===== src/rtl/serial_subtractor.sv =====
// Multi-cycle borrow-chain subtractor: diff = a - b - bin, DIGIT bits per clock.
// Optional signed-overflow output enabled by defining SUB_OVF_EN.
module serial_subtractor #(
  parameter int WIDTH = 16,
  parameter int DIGIT = 4
) (
  input  logic             clk,
  input  logic             rst_n,
  input  logic             in_valid,
  output logic             in_ready,
  input  logic [WIDTH-1:0] a,
  input  logic [WIDTH-1:0] b,
  input  logic             bin,
  output logic             out_valid,
  input  logic             out_ready,
  output logic [WIDTH-1:0] diff,
  output logic             bout
`ifdef SUB_OVF_EN
  ,
  output logic             ovf
`endif
);

  localparam int STEPS = WIDTH / DIGIT;
  localparam int CW    = (STEPS > 1) ? $clog2(STEPS) : 1;

  generate
    if ((WIDTH % DIGIT) != 0) begin : g_bad_digit
      $error("serial_subtractor: WIDTH must be a multiple of DIGIT");
    end
  endgenerate

  typedef enum logic [1:0] {IDLE, RUN, DONE} state_t;

  state_t           r_state;
  state_t           w_state_next;
  logic [WIDTH-1:0] r_a_sh;
  logic [WIDTH-1:0] r_b_sh;
  logic [WIDTH-1:0] r_res;
  logic             r_borrow;
  logic [CW-1:0]    r_count;
  logic [WIDTH-1:0] r_diff;
  logic             r_bout;
  logic [DIGIT:0]   w_sub;
  logic [WIDTH-1:0] w_res_next;
  logic             w_last;

  // One digit per cycle; bit DIGIT of the widened difference is the borrow.
  assign w_sub = {1'b0, r_a_sh[DIGIT-1:0]} - {1'b0, r_b_sh[DIGIT-1:0]}
               - {{DIGIT{1'b0}}, r_borrow};
  // New digit enters at the MSB end; written as a shift so DIGIT==WIDTH still elaborates.
  assign w_res_next = WIDTH'({w_sub[DIGIT-1:0], r_res} >> DIGIT);
  assign w_last     = (r_count == CW'(STEPS - 1));

  always_comb begin
    w_state_next = r_state;
    in_ready     = 1'b0;
    out_valid    = 1'b0;
    case (r_state)
      IDLE: begin
        in_ready = rst_n;
        if (in_valid) w_state_next = RUN;
      end
      RUN: begin
        if (w_last) w_state_next = DONE;
      end
      DONE: begin
        out_valid = 1'b1;
        if (out_ready) w_state_next = IDLE;
      end
      default: w_state_next = IDLE;
    endcase
  end

`ifdef SUB_OVF_EN
  logic r_a_msb;
  logic r_b_msb;
  logic r_ovf;

  always_ff @(posedge clk or negedge rst_n) begin
    if (!rst_n) begin
      r_a_msb <= 1'b0;
      r_b_msb <= 1'b0;
      r_ovf   <= 1'b0;
    end else begin
      if (r_state == IDLE && in_valid && in_ready) begin
        r_a_msb <= a[WIDTH-1];
        r_b_msb <= b[WIDTH-1];
      end
      if (r_state == RUN && w_last)
        r_ovf <= (r_a_msb != r_b_msb) && (w_res_next[WIDTH-1] != r_a_msb);
    end
  end

  assign ovf = r_ovf;
`endif

  always_ff @(posedge clk or negedge rst_n) begin
    if (!rst_n) begin
      r_state  <= IDLE;
      r_a_sh   <= '0;
      r_b_sh   <= '0;
      r_res    <= '0;
      r_borrow <= 1'b0;
      r_count  <= '0;
      r_diff   <= '0;
      r_bout   <= 1'b0;
    end else begin
      r_state <= w_state_next;
      case (r_state)
        IDLE: begin
          if (in_valid && in_ready) begin
            r_a_sh   <= a;
            r_b_sh   <= b;
            r_borrow <= bin;
            r_count  <= '0;
          end
        end
        RUN: begin
          r_a_sh   <= r_a_sh >> DIGIT;
          r_b_sh   <= r_b_sh >> DIGIT;
          r_res    <= w_res_next;
          r_borrow <= w_sub[DIGIT];
          r_count  <= r_count + CW'(1);
          // Visible result only changes on the RUN->DONE edge.
          if (w_last) begin
            r_diff <= w_res_next;
            r_bout <= w_sub[DIGIT];
          end
        end
        default: ;
      endcase
    end
  end

  assign diff = r_diff;
  assign bout = r_bout;

endmodule

===== config.mk =====
export PLATFORM = sky130hd
export DESIGN_NAME = serial_subtractor
export DESIGN_NICKNAME = d
export VERILOG_FILES = /design/src/rtl/serial_subtractor.sv
export SDC_FILE = /design/constraint.sdc
export NUM_CORES = 1
export LEC_CHECK = 0
export CELL_PAD_IN_SITES_DETAIL_PLACEMENT = 0
export CELL_PAD_IN_SITES_GLOBAL_PLACEMENT = 1
export CORE_MARGIN = 2
export CORE_UTILIZATION = 40
export CTS_CLUSTER_DIAMETER = 30
export DETAILED_ROUTE_END_ITERATION = 8
export HOLD_SLACK_MARGIN = 0.06
export PLACE_DENSITY_LB_ADDON = 0.1
export SYNTH_ARGS = -nofsm -noshare
export SYNTH_HDL_FRONTEND = slang
export SYNTH_SLANG_ARGS = --single-unit

===== constraint.sdc =====
create_clock -name clk -period 5.41 [get_ports clk]
set_clock_uncertainty 0.1 [all_clocks]
set_input_delay 1.082 -clock clk [delete_from_list [all_inputs] [get_ports clk]]
set_output_delay 1.082 -clock clk [all_outputs]
set_load 0.01 [all_outputs]

==> results.md <==
* Top cell type's share of synthesized area at 0.560
* Initial antenna violation count at 0
* Hold Path Class: reg2reg
* Largest net degree at the start of global routing at 52
* PortBufs at 55
* DP HPWL at 3490 um
* Total CTS buffers at 9
* # resized after CTS at 0
* CP max FO at 34
* RSZ-0062 raised after global routing: no
* Synthesis-to-finish area growth at 26.8%
* Setup violations, final at 0
* Syn_nets at 305
* Mapped cell area at 2950 um2
* Number of flops mapped to enable cells by yosys at 0
* Clock Pin Slew Worst Setup and Hold Paths at 0.07 ns
* Crit Path Category: in2out
* Setup TNS at 0 ns
* Avg Cell Area, Syn at 11.4 um2
* Post-DRT Antenna Nets at 0
* Overflow after GRT at 0
* Routed WL per cell at 12.8 um
* Register area share after synthesis at 0.560
* Worst hold margin at 0.373 ns
* Crit path required time at 4.23 ns
* WP data arrival at 2.46 ns
* Max incr delay on CP at 0.56 ns
* Fmax at 274 MHz
* Clock Latency Late Sink at 0.33 ns
* Area of the multi-input gates at 1160 um2
* Status: finished, final reports clean
* DR vias at 1979
* Worst slew margin at 0.321
* Core Region at 7210 um2
* TritonCTS sink count at 66
* Final Hold Fails at 0
* Total leakage power at 0.00163 uW
* Post-CTS setup buffer count at 0
* Worst Tran Pin Value at 1.02 ns
* Area leader, netlist: dfrtp_1
* Width of the die at 89.9 um
* Slowest library cell on the worst path: buf_2
* Yosys cell types at 32
* FF+latch area at 1650 um2
* WL final at 5260 um
* Critical path launch point type: input pin
* Fraction of layout cells with a size suffix above 1 at 0.0990
* Fillcell total at 686
* VDD IR max at 0.000234 V
* Max-slew violations at 0
* Post-cts hold buffer count at 0
* Final core occ at 0.519
* Number of global-route vias before repair at 1919
* Worst Setup End Kind: output pin
* # diodes at 0
* Maximum capacitance violations at 0
* Min Tclk post-route at 3.65 ns
* Clock buffer depth at 2
* Clock root buffer: clkbuf_8
* TritonCTS clock tree: yes
* Vias/cell at 4.80
* Gr usage total at 0.144
* Count leader, synth: dfrtp_1
* Die footprint at 8080 um2
* Total chip power at 2300 uW
* DRC viols at 0
* Synth cell count leaders: dfrtp_1 (66), nand2_1 (52), nand2b_1 (25), o221a_1 (24), o21ai_0 (16)
* Post-synthesis register bit count at 66
* Synth top area cells: dfrtp_1 (56%), o221a_1 (9.2%), nand2_1 (6.6%)
* Main synth FF type: dfrtp_1
* Initial core utilization at 0.409
* Post-synthesis cell count at 259
* First-pass iteration count of the detailed router at 4
* NumNets Final at 355
* Die extent in y at 89.9 um
* Drt initial violations at 75
* H-tree Lvls at 3
* Period utilization at 0.674
* GP Congestion at 0.766
* Async SR Flop Fraction at 1.00
* I/O pins at 56
* CP Cell Sequence: buf_2, nor3b_1, clkdlybuf4s50_1
* First-pass GRT wire length at 9160 um
* Row cnt at 31
* P per Cell Area at 615 nW/um2
* Ys Warns at 0
## metrics by stage
stage | setup WS, ns | cells | area [um2]
floorplan | 2.84 | 259 | 2950
global placement | 1.71 | 397 | 3540
detailed placement | 1.70 | 397 | 3540
CTS | 1.70 | 412 | 3740
global route | 1.58 | 412 | 3740
finish | 1.76 | 412 | 3740
## final cells by class
type | instances | share of cell area
sequential | 66 | 0.441
multi-input combinational | 164 | 0.311
timing repair buffer | 56 | 0.148
clock buffer | 13 | 0.0451
tap | 99 | 0.0331
inverter | 12 | 0.0120
clock inverter | 2 | 0.00936
## path summary, 6_finish.rpt
kind | startpoint | endpoint | slack (ns) | cells past startpoint
setup / recovery | rst_n | in_ready | 1.76 | 3
hold / removal | r_res[6] | r_res[6] | 0.37 | 2
setup reg to reg | r_state[0] | r_b_sh[2] | 3.05 | 3
hold reg to reg | r_res[6] | r_res[6] | 0.37 | 2
max in group asynchronous | rst_n | r_res[13] | 3.59 | 2
min in group asynchronous | rst_n | r_count[0] | 0.71 | 1
## report_power, final
part	internal [uW]	switching, uW
sequential	730	139
clock	248	173
combinational	516	495
total	1490	806
## per-layer routing
layer / track usage / vias to the layer above / routed length, um
met2: 0.215 / 47 / 2320
li1: - / 995 / -
met4: 0.0769 / 0 / 125
met3: 0.0394 / 10 / 243
met5: 0 / - / 0
met1: 0.193 / 927 / 2570
## sequential cells by signal, indices dropped and copies added, names as in the netlist
signal and count:
r_count 2, diff 16, r_borrow 1, r_b_sh 16, r_a_sh 16, r_res 12
r_state 2, bout 1
## critical path, delay by kind of cell
family,cells,cell delay (ns)
buffers and inverters,2,1.12
and+or+nand+nor,1,0.26
## cells in the final DEF (no fill, tap or decap)
master / n
nand2b_2: 1
nor2_1: 2
buf_4: 1
mux2i_1: 2
clkinv_2: 1
fa_1: 2
or2b_1: 1
o221ai_1: 1
nand3_1: 2
or2_1: 1
nand3b_1: 1
nand4b_1: 1
a2bb2oi_1: 1
mux2_2: 12
a21bo_2: 1
o21ai_0: 16
inv_1: 12
nand2b_1: 24
clkdlybuf4s50_1: 54
ha_1: 7
clkbuf_1: 1
o21ai_1: 3
dfrtp_1: 66
and2b_1: 1
xor2_1: 1
bufinv_16: 1
and3b_1: 1
nand2_1: 52
nor2b_1: 1
a211o_1: 2
buf_2: 1
and4bb_4: 1
xnor2_1: 1
nand4_1: 1
nor3b_1: 1
o221a_1: 24
clkbuf_8: 12
## cell families after synthesis
group	synth area share
multiplexers	0.0526
XOR/XNOR	0.00594
buffers and inverters	0.0462
AND/OR/NAND/NOR	0.153
adder cells (fa/ha/maj)	0.0433
flip-flops	0.560
AO/OA/AOI/OAI	0.139
(Power assumes the default switching activity.)
